`src/rtl/lfsr_pkg.sv`:
```
// Shared definitions for the LFSR generator slice.
//
// Contents:
//   IDLE, RUN      - FSM state encoding used by lfsr_gen
//   TAPS_W*        - known maximal-length Fibonacci tap masks for common widths
//   default_taps() - picks a tap mask for a given register width
package lfsr_pkg;

    localparam logic [0:0] IDLE = 1'b0;
    localparam logic [0:0] RUN  = 1'b1;

    localparam logic [3:0]  TAPS_W4  = 4'b1100;
    localparam logic [7:0]  TAPS_W8  = 8'hB8;
    localparam logic [15:0] TAPS_W16 = 16'hB400;
    localparam logic [31:0] TAPS_W32 = 32'h80200003;

    // Widths without a table entry fall back to tapping the two top bits.
    // That keeps the register invertible but is not guaranteed maximal.
    function automatic logic [31:0] default_taps(input int width);
        case (width)
            4:       return 32'(TAPS_W4);
            8:       return 32'(TAPS_W8);
            16:      return 32'(TAPS_W16);
            32:      return TAPS_W32;
            default: return (32'd1 << (width - 1)) | (32'd1 << (width - 2));
        endcase
    endfunction

endpackage

```
`src/rtl/lfsr_step.sv`:
```
// Combinational Fibonacci LFSR next-state function.
//
// Parameters:
//   WIDTH - register width (2..32)
//   TAPS  - feedback mask, bit i set means state[i] feeds the XOR
// Ports:
//   state - current register value
//   next  - value after one shift: {state[WIDTH-2:0], feedback}
module lfsr_step #(
    parameter int               WIDTH = 8,
    parameter logic [WIDTH-1:0] TAPS  = WIDTH'(8'hB8)
) (
    input  logic [WIDTH-1:0] state,
    output logic [WIDTH-1:0] next
);

    logic fb;

    assign fb   = ^(state & TAPS);
    assign next = {state[WIDTH-2:0], fb};

endmodule

```
`src/rtl/lfsr_gen.sv`:
```
// LFSR sequence generator with seed load and period measurement.
//
// Parameters:
//   WIDTH - register width (2..32)
//   TAPS  - feedback mask (defaults to the package table entry for WIDTH)
//   SEED  - state after reset, and the replacement for an all-zero load
// Ports:
//   clk          - rising-edge clock
//   rst_n        - synchronous active-low reset
//   en           - step enable (steps only while the FSM is in RUN)
//   load         - seed load strobe, wins over en
//   seed         - value captured on load
//   out          - serial output, MSB of the register
//   state        - current register value
//   busy         - FSM is in RUN
//   wrap         - one-cycle pulse when the register returns to the reference
//   period       - step count of the first full cycle after the reference
//   period_valid - period holds a measurement; cleared by load or reset
//   zero_fix     - one-cycle pulse when a zero seed was replaced by SEED
module lfsr_gen
    import lfsr_pkg::*;
#(
    parameter int               WIDTH = 8,
    parameter logic [WIDTH-1:0] TAPS  = WIDTH'(default_taps(WIDTH)),
    parameter logic [WIDTH-1:0] SEED  = WIDTH'(1)
) (
    input  logic             clk,
    input  logic             rst_n,
    input  logic             en,
    input  logic             load,
    input  logic [WIDTH-1:0] seed,
    output logic             out,
    output logic [WIDTH-1:0] state,
    output logic             busy,
    output logic             wrap,
    output logic [WIDTH-1:0] period,
    output logic             period_valid,
    output logic             zero_fix
);

    localparam logic [WIDTH-1:0] CNT_MAX = '1;
    localparam logic [WIDTH-1:0] ONE     = WIDTH'(1);

    logic [0:0]       fsm_state;
    logic [WIDTH-1:0] next_state;
    logic [WIDTH-1:0] reference;
    logic [WIDTH-1:0] step_cnt;
    logic [WIDTH-1:0] load_val;
    logic             do_step;
    logic             hit_ref;

    lfsr_step #(
        .WIDTH (WIDTH),
        .TAPS  (TAPS)
    ) u_step (
        .state (state),
        .next  (next_state)
    );

    // The cycle that enters RUN never steps, because do_step looks at the
    // registered FSM state rather than the one being entered.
    assign do_step  = (fsm_state == RUN) && en && !load;
    assign hit_ref  = do_step && (next_state == reference);
    assign load_val = (seed == '0) ? SEED : seed;

    assign out  = state[WIDTH-1];
    assign busy = (fsm_state == RUN);

    // FSM: load always drops back to IDLE; otherwise en alone decides
    // whether we sit in RUN.
    always_ff @(posedge clk) begin
        if (!rst_n) begin
            fsm_state <= IDLE;
        end else if (load) begin
            fsm_state <= IDLE;
        end else begin
            case (fsm_state)
                IDLE:    fsm_state <= en ? RUN : IDLE;
                RUN:     fsm_state <= en ? RUN : IDLE;
                default: fsm_state <= IDLE;
            endcase
        end
    end

    // Register, reference and zero-seed pulse. The reference is whatever
    // value the sequence started from, so wraps are measured against it.
    always_ff @(posedge clk) begin
        if (!rst_n) begin
            state     <= SEED;
            reference <= SEED;
            zero_fix  <= 1'b0;
        end else begin
            zero_fix <= 1'b0;
            if (load) begin
                state     <= load_val;
                reference <= load_val;
                zero_fix  <= (seed == '0);
            end else if (do_step) begin
                state <= next_state;
            end
        end
    end

    // Step counter and period measurement. Only the first wrap after a
    // load/reset records the period; later wraps just pulse and restart the
    // counter. The counter saturates so a sequence that never returns to
    // the reference leaves period_valid low instead of aliasing.
    always_ff @(posedge clk) begin
        if (!rst_n) begin
            step_cnt     <= '0;
            wrap         <= 1'b0;
            period       <= '0;
            period_valid <= 1'b0;
        end else begin
            wrap <= 1'b0;
            if (load) begin
                step_cnt     <= '0;
                period_valid <= 1'b0;
            end else if (hit_ref) begin
                wrap     <= 1'b1;
                step_cnt <= '0;
                if (!period_valid) begin
                    period       <= (step_cnt == CNT_MAX) ? CNT_MAX : step_cnt + ONE;
                    period_valid <= 1'b1;
                end
            end else if (do_step && (step_cnt != CNT_MAX)) begin
                step_cnt <= step_cnt + ONE;
            end
        end
    end

endmodule

```
`config.mk`:
```
export PLATFORM = sky130hd
export DESIGN_NAME = lfsr_gen
export DESIGN_NICKNAME = d
export VERILOG_FILES = /design/src/rtl/lfsr_pkg.sv /design/src/rtl/lfsr_step.sv /design/src/rtl/lfsr_gen.sv
export SDC_FILE = /design/constraint.sdc
export NUM_CORES = 1
export LEC_CHECK = 0
export ABC_CLOCK_PERIOD_IN_PS = 4300
export CAP_MARGIN = 5
export CELL_PAD_IN_SITES_DETAIL_PLACEMENT = 0
export CELL_PAD_IN_SITES_GLOBAL_PLACEMENT = 1
export CORE_MARGIN = 1
export CORE_UTILIZATION = 42
export CTS_BUF_LIST = sky130_fd_sc_hd__clkbuf_16
export CTS_CLUSTER_SIZE = 10
export DETAILED_ROUTE_END_ITERATION = 8
export PLACE_DENSITY_LB_ADDON = 0.15
export SYNTH_ARGS = -nofsm -noshare
export SYNTH_HDL_FRONTEND = slang
export SYNTH_HIERARCHICAL = 1
export SYNTH_SLANG_ARGS = --single-unit
```
`constraint.sdc`:
```
create_clock -name clk -period 4.3 [get_ports clk]
set_input_delay 0.645 -clock clk [delete_from_list [all_inputs] [get_ports clk]]
set_output_delay 0.645 -clock clk [all_outputs]
set_load 0.005 [all_outputs]
```
# --- Word level (Yosys, flattened, before mapping) ---
# Index checks and enable logic that the tools add are counted.
# W data, S select, Z words.
classes:
  n_addsub: 1
  n_eq_ne: 3
  muxes: 6
  bitwise: 3
  reduce_logical: 12
ops:
  columns: ["operator", "n"]
  rows:
  - ["$mux W8", 4]
  - ["$add A8 B1 Y8 const B", 1]
  - ["$eq A8 B8 Y1", 1]
  - ["$eq A8 B8 Y1 const B", 1]
  - ["$logic_not A8 Y1", 1]
  - ["$ne A8 B8 Y1 const B", 1]
  - ["$reduce_xor A8 Y1", 1]
  - ["$logic_and A1 B1 Y1", 4]
  - ["$not A1 Y1", 3]
  - ["$reduce_and A3 Y1", 1]
  - ["$reduce_or A3 Y1", 1]
  - ["$mux W1", 2]
  - ["$reduce_and A2 Y1", 1]
  - ["$reduce_bool A2 Y1", 1]
  - ["$reduce_or A2 Y1", 1]
  - ["$logic_not A1 Y1", 1]
totals:
  register_bits: 36
  output_inout_bits: 21
  elab_cells: 33

# --- Depth between registers and ports, before layout ---
# Gate-level depths: netlist of the first run.
depth:
  word_depth: 4
  ltp_mapped: 8
  mapped_depth_nobuf: 6

# --- Cells and area by module ---
# The synthesis of the first run kept the hierarchy.
by_module_without_submodules:
  columns: ["module", "instances", "cells_each", "area_per_inst_um2"]
  rows:
  - ["lfsr_gen", 1, 190, 1719.1]
  - ["lfsr_step", 1, 11, 86.3]

# --- Worst setup path after synthesis of the first run ---
# OpenSTA, ideal clock, no wires.
synth_timing:
  kind: "register -> register"
  startpoint: "reg state[7]"
  endpoint: "reg period[6]"
  arrival_ns: 1.766
  required_ns: 4.168
  path_slack_ns: 2.403
  stages_incl_launch_ff: 9
  n_path_buf: 2
  path_cell_list: "dfxtp_1 > xor2_1 > xnor2_1 > buf_4 > xnor2_1 > nand2_1 > or4_1 > buf_4 > mux2i_1"
synth_via:
  elab_chain_len: 4
synth_lines:
  columns: ["item", "line", "rtl"]
  rows:
  - ["start, declared", "lfsr_gen.sv:33", "output logic [WIDTH-1:0] state,"]
  - ["start signal, assigned", "lfsr_gen.sv:95", "state <= load_val;"]
  - ["start signal, assigned", "lfsr_gen.sv:99", "state <= next_state;"]
  - ["$reduce_xor A8 Y1", "lfsr_step.sv:19", "assign fb = ^(state & TAPS);"]
  - ["net u_step.fb", "lfsr_step.sv:17", "logic fb;"]
  - ["$eq A8 B8 Y1", "lfsr_gen.sv:63", "assign hit_ref = do_step && (next_state == reference);"]
  - ["$logic_and A1 B1 Y1", "lfsr_gen.sv:63", null]
  - ["$reduce_and A3 Y1 (no line)", null, null]
  - ["end signal, assigned", "lfsr_gen.sv:123", "period <= (step_cnt == CNT_MAX) ? CNT_MAX : step_cnt + ONE;"]
  - ["end, declared", "lfsr_gen.sv:36", "output logic [WIDTH-1:0] period,"]
# The timed path passes the listed nets, and every way through them passes these cells.
# A chain may end at the register's enable or synchronous reset.

# --- Worst setup path in the final report of the first run ---
layout_timing:
  startpoint: "in load"
  endpoint: "reg period[5]"
layout_via:
  elab_chain_len: 4
layout_lines:
  columns: ["item", "line", "rtl"]
  rows:
  - ["start, declared", "lfsr_gen.sv:30", "input logic load,"]
  - ["$logic_not A1 Y1", "lfsr_gen.sv:62", "assign do_step = (fsm_state == RUN) && en && !load;"]
  - ["$logic_and A1 B1 Y1", "lfsr_gen.sv:62", null]
  - ["$logic_and A1 B1 Y1", "lfsr_gen.sv:63", null]
  - ["$reduce_and A3 Y1 (no line) (*)", null, null]
# Mark *: on every way between the ends. The rest lies on a longest branch, timed or not.

==> results of run 1 <==
[synthesized netlist by cell type (all sizes together)]
cell type	count
nor3b	3
nand3	5
o21bai	1
o211ai	4
or4	2
nor3	6
dfxtp	36
and2	7
o311ai	1
nand2	21
nand4	3
ha	1
and3	3
o21ba	1
buf	12
o21ai	16
a21boi	7
o31ai	2
a31oi	1
mux2i	17
nor2	4
and3b	1
a211oi	3
nand2b	10
a21o	1
xnor2	13
and4b	1
nor4	3
xor2	5
clkbuf	8
and4	1
inv	2
[routing by layer]
layer | share of wire | global-route usage | up-vias
met5 | 0 | 0 | -
met4 | 0.011 | 0.0559 | 0
met1 | 0.43 | 0.193 | 667
met2 | 0.52 | 0.344 | 34
met3 | 0.040 | 0.0507 | 5
li1 | - | - | 730
[metrics by stage]
| step | util | std cells |
|---|---|---|
| after detailed placement | 0.513 | 264 |
| final | 0.553 | 272 |
| after global routing | 0.553 | 272 |
| after floorplan | - | 201 |
| after CTS | 0.553 | 272 |
| after global placement | 0.513 | 264 |
[cell families after synthesis]
kind of cell	after synthesis	synth area share
muxes	17	0.0942
buffers and inverters	22	0.0679
adders and majority gates	1	0.00693
xor gates and xnor gates	18	0.0873
and+or+nand+nor	70	0.211
DFF	36	0.399
AOI/OAI and AO/OA	37	0.133
[flip-flops by register name (all words and copies together) (netlist names)]
signal / cells
period: 8
reference: 8
state: 8
step_cnt: 8
busy: 1
period_valid: 1
wrap: 1
zero_fix: 1
[power breakdown]
group          internal, uW  switching, uW
registers               343           9.58
clock network           270            128
logic                  37.8           31.7
[worst max-delay path by stage]
stage	slack, ns	depth (start not counted)	start	end
5_1_grt	1.36	5	load	period[2]
4_1_cts	1.53	5	load	period[1]
6_report	1.55	5	load	period[5]
3_3_place_gp	1.29	5	load	period[6]
3_5_place_dp	1.23	5	load	period[1]
2_1_floorplan	2.40	8	state[7]	period[6]
[cell type report]
type                       count  area, um2
sequential                    36        721
inverter                       2       7.51
tap                           50       62.6
clock inverter                 3       38.8
multi-input combinational    143        962
clock buffer                   5        125
timing repair buffer          33        328
fill                         373       1810
[tightest hold or removal path, stage by stage (launching register included)]
cell and delay, ns:
sky130_fd_sc_hd__dfxtp_1 0.31, sky130_fd_sc_hd__nand2_1 0.05, sky130_fd_sc_hd__mux2i_1 0.05
==> results.sh, run 1 <==
export IMPL_status="complete, no violations"
export IMPL_worst_ir_drop_vdd_v=0.000237
export IMPL_cts_tree="done"
export IMPL_setup_viol_count_final=0
export IMPL_r2r_start="state[3]"
export IMPL_dieArea_um2=4570
export IMPL_fin_crit_ns=2.75
export IMPL_ctsRootBufferMaster="sky130_fd_sc_hd__clkbuf_16"
export IMPL_placementRows=23
export IMPL_fin_crit_sh=0.640
export IMPL_critPathKind="input port to register"
export IMPL_clk_latency_ns=0.27
export IMPL_worst_hold_slack_ns=0.459
export IMPL_route_antenna_remaining_nets=0
export IMPL_synthCells=201
export IMPL_final_common_cell="sky130_fd_sc_hd__dfxtp_1"
export IMPL_hpwlAfterDp_um=2750
export IMPL_setup_ws_ns=1.55
export IMPL_drt_pass1_iterations=4
export IMPL_globalRouteTotalUtil=0.183
export IMPL_pin_count=33
export IMPL_critical_path_slowest_cell="sky130_fd_sc_hd__clkdlybuf4s50_1"
export IMPL_floorplan_die_height_um=67.6
export IMPL_finalHoldViolCount=0
export IMPL_pre_cts_slack_ns=1.23
export IMPL_path_cells="clkdlybuf4s50_1 > and3b_1 > nand2b_1 > or4_1 > mux2i_1"
export IMPL_timing_critical_path_required_ns=4.44
export IMPL_maximum_achievable_frequency_mhz=364
export IMPL_final_setup_skew_ns=0.00491
export IMPL_cts_htree_levels=2
export IMPL_postCtsHoldBufs=0
export IMPL_tightest_slew_ns=0.773
export IMPL_width_of_the_die_um=67.6
export IMPL_timing_critical_path_from_type="input port"
export IMPL_critPathMaxStageDelay_ns=0.81
export IMPL_vias=1436
export IMPL_critPathTopFamily="simple AND/OR/NAND/NOR gates"
export IMPL_p_leak_uw=0.000895
export IMPL_post_synthesis_net_count=214
export IMPL_timing_hold_worst_start="period[4]"
export IMPL_drt_wl_total_um=3840
export IMPL_synth_area_leader_cell="sky130_fd_sc_hd__dfxtp_1"
export IMPL_rr_endpoint="period[5]"
export IMPL_combined_buffer_and_inverter_count_along_the_critical_path=1
export IMPL_cts_buffer_depth=2
export IMPL_syn_mean_instance_area_um2=8.98
export IMPL_start_util=0.445
export IMPL_grt_setup_unrepaired="false"
export IMPL_core_area_um2=4060
export IMPL_layout_drive_gt1_share=0.0450
export IMPL_grt_first_pass_wirelength_um=6080
export IMPL_timing_hold_worst_endpoint="period[4]"
export IMPL_cts_setup_buffers=0
export IMPL_synth_cell_area_um2=1810
export IMPL_dr_first_iter_drc_count=104
export IMPL_place_congestion=0.903
export IMPL_worst_ep_arrival_time_ns=2.89
export IMPL_totalPowerFinal_uw=820
export IMPL_synth_top_area_share=0.399
export IMPL_setup_reg_to_reg_worst_slack_ns=2.10
export IMPL_relative_slew_slack=0.483
export IMPL_ys_top_cells_by_area="sky130_fd_sc_hd__dfxtp_1 (40%), sky130_fd_sc_hd__mux2i_1 (9.4%), sky130_fd_sc_hd__xnor2_1 (6.3%)"
export IMPL_worst_r2r_path_depth=6
export IMPL_finish_net_count=234
export IMPL_grt_residual_overflow=0
export IMPL_hold_class="register to register"
export IMPL_flow_area_growth_from_synthesis_pct=24.3
export IMPL_timing_hold_worst_path_depth=2
export IMPL_diodes_inserted=0
export IMPL_max_cap_viol_count=0
export IMPL_grt_start_max_net_pins=35
export IMPL_end_kind="register"
export IMPL_ys_ff_latch=36
export IMPL_post_synth_num_cell_types=35
export IMPL_final_setup_tns_ns=0
export IMPL_drt_vias_per_instance=5.28
export IMPL_placedInstanceArea_um2=2080
export IMPL_total_clock_sinks=36
export IMPL_drc_errors=0
export IMPL_cts_resized_gates=0
export IMPL_wl_per_cell_um=14.1
export IMPL_numPortBuffers=32
export IMPL_finish_instance_area_um2=2240
export IMPL_cellPowerDensity_nw_per_um2=365
export IMPL_grt_antenna_before_repair=0
export IMPL_number_of_global_route_vias_before_repair=1354
export IMPL_synth_seq_area_share=0.399
export IMPL_synthesis_yosys_warnings=6
export IMPL_final_cell_mix="sky130_fd_sc_hd__dfxtp_1 (36), sky130_fd_sc_hd__clkdlybuf4s50_1 (32), sky130_fd_sc_hd__nand2_1 (21), sky130_fd_sc_hd__mux2i_1 (17), sky130_fd_sc_hd__o21ai_0 (15)"
export IMPL_critPathMaxFanout=29
export IMPL_cts_buffers=5
export IMPL_clk_pin_slew_worst_paths_ns=0.05
export IMPL_timing_final_max_slew_violations=0
Note: power is estimated with default switching activity, not from simulation.
==> run 2: changes to the inputs <==
--- a/config.mk
+++ b/config.mk
@@ -5,12 +5,12 @@
 export SDC_FILE = /design/constraint.sdc
 export NUM_CORES = 1
 export LEC_CHECK = 0
-export ABC_CLOCK_PERIOD_IN_PS = 4300
+export ABC_CLOCK_PERIOD_IN_PS = 2800
 export CAP_MARGIN = 5
 export CELL_PAD_IN_SITES_DETAIL_PLACEMENT = 0
 export CELL_PAD_IN_SITES_GLOBAL_PLACEMENT = 1
 export CORE_MARGIN = 1
-export CORE_UTILIZATION = 42
+export CORE_UTILIZATION = 39
 export CTS_BUF_LIST = sky130_fd_sc_hd__clkbuf_16
 export CTS_CLUSTER_SIZE = 10
 export DETAILED_ROUTE_END_ITERATION = 8
==> constraint.sdc (replaced) <==
create_clock -name clk -period 2.8 [get_ports clk]
set_input_delay 0.42 -clock clk [delete_from_list [all_inputs] [get_ports clk]]
set_output_delay 0.42 -clock clk [all_outputs]
set_load 0.005 [all_outputs]
==> run 2 against run 1 <==
  * Total power rose by 41%
  * Clock-buffer cell count unchanged
  * Via count increased by 0.35%
  * Combinational power is 54% higher
  * Clock skew is 0.0019 ns lower
  * Sequential power up 54%
  * Global-route usage shrank 0.58 points
  * Cell count grew 0.37%
  * Largest cell class unchanged
  * Highest routed layer unchanged
==> results.sh, run 2 (synthesized netlist as in run 1, its figures left out) <==
export IMPL_critPathKind="register to register"
export IMPL_timing_final_max_slew_violations=0
export IMPL_tightest_slew_ns=0.614
export IMPL_timing_critical_path_from_type="register"
export IMPL_vias=1441
export IMPL_drt_wl_total_um=4040
export IMPL_cts_tree="done"
export IMPL_core_area_um2=4410
export IMPL_diodes_inserted=0
export IMPL_fin_crit_ns=2.18
export IMPL_final_setup_tns_ns=0
export IMPL_start_util=0.409
export IMPL_globalRouteTotalUtil=0.177
export IMPL_grt_setup_unrepaired="false"
export IMPL_wl_per_cell_um=14.8
export IMPL_dieArea_um2=4910
export IMPL_final_cell_mix="sky130_fd_sc_hd__dfxtp_1 (36), sky130_fd_sc_hd__clkdlybuf4s50_1 (32), sky130_fd_sc_hd__nand2_1 (21), sky130_fd_sc_hd__mux2i_1 (17), sky130_fd_sc_hd__o21ai_0 (15)"
export IMPL_finish_net_count=236
export IMPL_cts_htree_levels=2
export IMPL_place_congestion=0.862
export IMPL_power_frac_seq=0.467
export IMPL_placementRows=24
export IMPL_pin_count=33
export IMPL_drc_errors=0
export IMPL_final_setup_skew_ns=0.00302
export IMPL_cts_buffers=5
export IMPL_drt_pass1_iterations=4
export IMPL_grt_first_pass_wirelength_um=6710
export IMPL_width_of_the_die_um=70.0
export IMPL_hold_class="register to register"
export IMPL_final_layout_fill_cell_count=417
export IMPL_layout_drive_gt1_share=0.0452
export IMPL_hpwlAfterDp_um=2810
export IMPL_dpl_cell_count=268
export IMPL_grt_antenna_before_repair=0
export IMPL_relative_slew_slack=0.588
export IMPL_intPower_uw=900
export IMPL_share_clk_of_total_power=0.440
export IMPL_clk_pin_slew_worst_paths_ns=0.05
export IMPL_pwr_share_comb=0.093
export IMPL_layout_cells_non_filler=273
export IMPL_worst_ir_drop_vdd_v=0.000231
export IMPL_ctsRootBufferMaster="sky130_fd_sc_hd__clkbuf_16"
export IMPL_maximum_achievable_frequency_mhz=459
export IMPL_p_sw_frac=0.223
export IMPL_postCtsHoldBufs=0
export IMPL_grt_start_max_net_pins=34
export IMPL_route_antenna_remaining_nets=0
export IMPL_fin_crit_sh=0.779
export IMPL_finalHoldViolCount=0
export IMPL_status="complete, no violations"
export IMPL_cellPowerDensity_nw_per_um2=521
export IMPL_flow_area_growth_from_synthesis_pct=23.1
export IMPL_end_kind="register"
export IMPL_clk_latency_ns=0.28
export IMPL_p_switching_uw=258
export IMPL_cts_setup_buffers=0
export IMPL_max_cap_viol_count=0
export IMPL_critPathMaxFanout=8
export IMPL_setup_viol_count_final=0
export IMPL_number_of_global_route_vias_before_repair=1370
export IMPL_dr_first_iter_drc_count=123
export IMPL_final_common_cell="sky130_fd_sc_hd__dfxtp_1"
export IMPL_total_clock_sinks=36
export IMPL_worst_ep_arrival_time_ns=2.33
export IMPL_cts_buffer_depth=2
export IMPL_cts_resized_gates=0
export IMPL_floorplan_die_height_um=70.0
export IMPL_p_leak_uw=0.000880
export IMPL_timing_critical_path_required_ns=2.95
export IMPL_grt_residual_overflow=0
export IMPL_numPortBuffers=32
export IMPL_drt_vias_per_instance=5.28
==> run 2: changes by cell type in the layout (fill, tap and decap cells not counted) <==
cell,before,now
sky130_fd_sc_hd__inv_1,3,2
sky130_fd_sc_hd__clkinv_2,1,0
sky130_fd_sc_hd__buf_4,1,3
sky130_fd_sc_hd__bufinv_16,1,0
==> run 2: final timing paths <==
check	from	to	slack, ns	depth (start not counted)
max	state[5]	period[5]	0.62	6
min	period[1]	period[1]	0.47	2
max reg2reg	state[5]	period[5]	0.62	6
min reg2reg	period[1]	period[1]	0.47	2
==> run 2: power by group through the flow <==
stage                     clock, uW  sequential (uW)  combinational, uW
final                           510              541                107
after global routing            539              543                117
after CTS                       521              541                108
after detailed placement          0              552                108
after global placement            0              552                107
after floorplan                   0              547               75.1
==> run 2: layer usage <==
metal / vias up / track usage / wire (um)
li1: 734 / - / -
met5: - / 0 / 0
met3: 8 / 0.0375 / 183
met1: 663 / 0.239 / 2040
met2: 36 / 0.267 / 1730
met4: 0 / 0.0867 / 87
==> run 2: per-stage QoR <==
step           hold slack [ns]  setup slack [ns]  utilization  instance area [um2]  total power (uW)
4_1_cts                  0.470             0.617        0.504                 2220              1170
6_report                 0.468             0.620        0.504                 2220              1160
3_5_place_dp             0.459             0.434        0.475                 2100               660
3_3_place_gp             0.451             0.459        0.475                 2100               659
2_1_floorplan            0.454             0.903            -                 1810               623
5_1_grt                  0.490             0.502        0.504                 2220              1200
==> run 2: area by class of cell <==
class	count	area, um2	share of cell area
tap	52	65.1	0.0293
multi-input combinational	143	962	0.433
inverter	2	7.51	0.00338
clock buffer	5	125	0.0563
timing repair buffer	35	343	0.154
sequential	36	721	0.324
==> run 2: critical path, stage by stage, from the launching register on <==
cell	delay, ns
sky130_fd_sc_hd__dfxtp_1	0.47
sky130_fd_sc_hd__xnor2_1	0.13
sky130_fd_sc_hd__xnor2_1	0.24
sky130_fd_sc_hd__xnor2_1	0.18
sky130_fd_sc_hd__nand2_1	0.06
sky130_fd_sc_hd__or4_1	0.76
sky130_fd_sc_hd__mux2i_1	0.20
==> run 3: changes to the inputs <==
--- a/config.mk
+++ b/config.mk
@@ -5,12 +5,12 @@
 export SDC_FILE = /design/constraint.sdc
 export NUM_CORES = 1
 export LEC_CHECK = 0
-export ABC_CLOCK_PERIOD_IN_PS = 2800
+export ABC_CLOCK_PERIOD_IN_PS = 2000
 export CAP_MARGIN = 5
 export CELL_PAD_IN_SITES_DETAIL_PLACEMENT = 0
 export CELL_PAD_IN_SITES_GLOBAL_PLACEMENT = 1
 export CORE_MARGIN = 1
-export CORE_UTILIZATION = 39
+export CORE_UTILIZATION = 35
 export CTS_BUF_LIST = sky130_fd_sc_hd__clkbuf_16
 export CTS_CLUSTER_SIZE = 10
 export DETAILED_ROUTE_END_ITERATION = 8
==> constraint.sdc (replaced) <==
create_clock -name clk -period 2 [get_ports clk]
set_input_delay 0.3 -clock clk [delete_from_list [all_inputs] [get_ports clk]]
set_output_delay 0.3 -clock clk [all_outputs]
set_load 0.005 [all_outputs]
==> run 3 against run 2 <==
  * Critical path depth increased by 1
  * Maximum frequency increased by 15%
  * Non-clock buffer count increased by 11
  * Clock power increased by 68%
  * Hold slack got worse by 0.012 ns
  * Register-to-register slack got worse by 0.51 ns
  * Critical endpoint is now period[4]
  * Highest routed layer unchanged
==> results.sh, run 3 (synthesized netlist as in run 1, its figures left out) <==
export IMPL_drc_errors=0
export IMPL_pin_count=33
export IMPL_grt_first_pass_wirelength_um=6530
export IMPL_ctsRootBufferMaster="sky130_fd_sc_hd__clkbuf_16"
export IMPL_drt_vias_per_instance=4.89
export IMPL_start_util=0.372
export IMPL_placementRows=25
export IMPL_layout_cells_non_filler=302
export IMPL_timing_critical_path_required_ns=2.15
export IMPL_width_of_the_die_um=73.8
export IMPL_p_leak_uw=0.000955
export IMPL_end_kind="register"
export IMPL_diodes_inserted=0
export IMPL_fin_crit_sh=0.946
export IMPL_vias=1478
export IMPL_timing_final_max_slew_violations=0
export IMPL_final_common_cell="sky130_fd_sc_hd__dfxtp_1"
export IMPL_total_clock_sinks=36
export IMPL_cts_htree_levels=2
export IMPL_numPortBuffers=32
export IMPL_grt_antenna_before_repair=0
export IMPL_placedInstanceArea_um2=2190
export IMPL_core_area_um2=4850
export IMPL_grt_setup_unrepaired="false"
export IMPL_postCtsHoldBufs=0
export IMPL_final_layout_fill_cell_count=475
export IMPL_dpl_cell_count=293
export IMPL_setup_viol_count_final=0
export IMPL_worst_ep_arrival_time_ns=2.04
export IMPL_tightest_slew_ns=0.431
export IMPL_cts_buffers=5
export IMPL_maximum_achievable_frequency_mhz=528
export IMPL_number_of_global_route_vias_before_repair=1346
export IMPL_grt_start_max_net_pins=29
export IMPL_hold_class="register to register"
export IMPL_layout_drive_gt1_share=0.0936
export IMPL_hpwlAfterDp_um=2960
export IMPL_clk_pin_slew_worst_paths_ns=0.05
export IMPL_dr_first_iter_drc_count=64
export IMPL_final_cell_mix="sky130_fd_sc_hd__dfxtp_1 (36), sky130_fd_sc_hd__clkdlybuf4s50_1 (32), sky130_fd_sc_hd__nand2_1 (21), sky130_fd_sc_hd__mux2i_1 (17), sky130_fd_sc_hd__o21ai_0 (15)"
export IMPL_max_cap_viol_count=0
export IMPL_final_setup_tns_ns=0
export IMPL_fin_crit_ns=1.89
export IMPL_critPathMaxFanout=8
export IMPL_finalHoldViolCount=0
export IMPL_globalRouteTotalUtil=0.161
export IMPL_wl_per_cell_um=13.1
export IMPL_worst_ir_drop_vdd_v=0.000365
export IMPL_relative_slew_slack=0.710
export IMPL_timing_critical_path_from_type="register"
export IMPL_critPathKind="register to register"
export IMPL_flow_area_growth_from_synthesis_pct=31.0
export IMPL_final_setup_skew_ns=0.00459
export IMPL_floorplan_die_height_um=73.8
export IMPL_route_antenna_remaining_nets=0
export IMPL_dieArea_um2=5450
export IMPL_clk_latency_ns=0.28
export IMPL_cellPowerDensity_nw_per_um2=755
export IMPL_cts_tree="done"
export IMPL_drt_wl_total_um=3960
export IMPL_finish_instance_area_um2=2370
export IMPL_drt_pass1_iterations=4
export IMPL_finish_net_count=247
export IMPL_grt_residual_overflow=0
export IMPL_status="complete, no violations"
export IMPL_worst_hold_slack_ns=0.456
export IMPL_place_congestion=0.852
export IMPL_cts_buffer_depth=2
run 3: cell count changes in the layout (fill, tap and decap cells not counted), sizes merged:
cell	before	now
clkinv	0	2
bufinv	0	1
buf	3	14
run 3: worst paths after layout:
path,startpoint,end,slack (ns),depth (start not counted)
setup / recovery,state[5],period[4],0.11,7
setup reg to reg,state[5],period[4],0.11,7
hold / removal,period[6],period[6],0.46,2
hold reg to reg,period[6],period[6],0.46,2
run 3: critical path: stages, from the launching register on:
cell and delay, ns:
sky130_fd_sc_hd__dfxtp_1 0.32, sky130_fd_sc_hd__xnor2_1 0.20, sky130_fd_sc_hd__xnor2_1 0.17, sky130_fd_sc_hd__xnor2_1 0.17, sky130_fd_sc_hd__nand2_1 0.08, sky130_fd_sc_hd__or4_1 0.54, sky130_fd_sc_hd__buf_6 0.17, sky130_fd_sc_hd__mux2i_1 0.12
run 3: repair_timing:
| item | CTS | global route |
|---|---|---|
| setup buffers | 0 | 1 |
| endpoints found under the setup margin | 0 | 8 |
| resized for setup | 0 | 1 |
| hold endpoints to repair | 0 | 0 |
run 3: layout make-up:
type / instances / area [um2] / area share
clock buffers: 5 / 125 / 0.0529
inverters: 2 / 7.51 / 0.00317
clock inverters: 3 / 37.5 / 0.0159
well taps: 67 / 83.8 / 0.0354
flip-flops and latches: 36 / 721 / 0.305
multi-input cells: 143 / 962 / 0.407
repair buffers: 46 / 429 / 0.181
run 3: where the power goes:
part	total, uW	internal [uW]	switching, uW
clock	857	578	279
sequential	752	737	15.2
combinational	176	99.1	77.1
run 3: stage by stage:
step	total power, uW	setup WS, ns	util
floorplan	872	0.103	-
global route	1860	0.0189	0.488
finish	1790	0.107	0.488
detailed placement	937	0.0389	0.452
global placement	935	0.0540	0.452
CTS	1810	0.0733	0.486
run 3: per-layer routing:
| layer | track usage | routed length (um) | vias to the layer above |
|---|---|---|---|
| met1 | 0.227 | 1980 | 675 |
| met3 | 0.0480 | 167 | 6 |
| met2 | 0.222 | 1750 | 35 |
| met5 | 0 | 0 | - |
| li1 | - | - | 762 |
| met4 | 0.0769 | 61 | 0 |
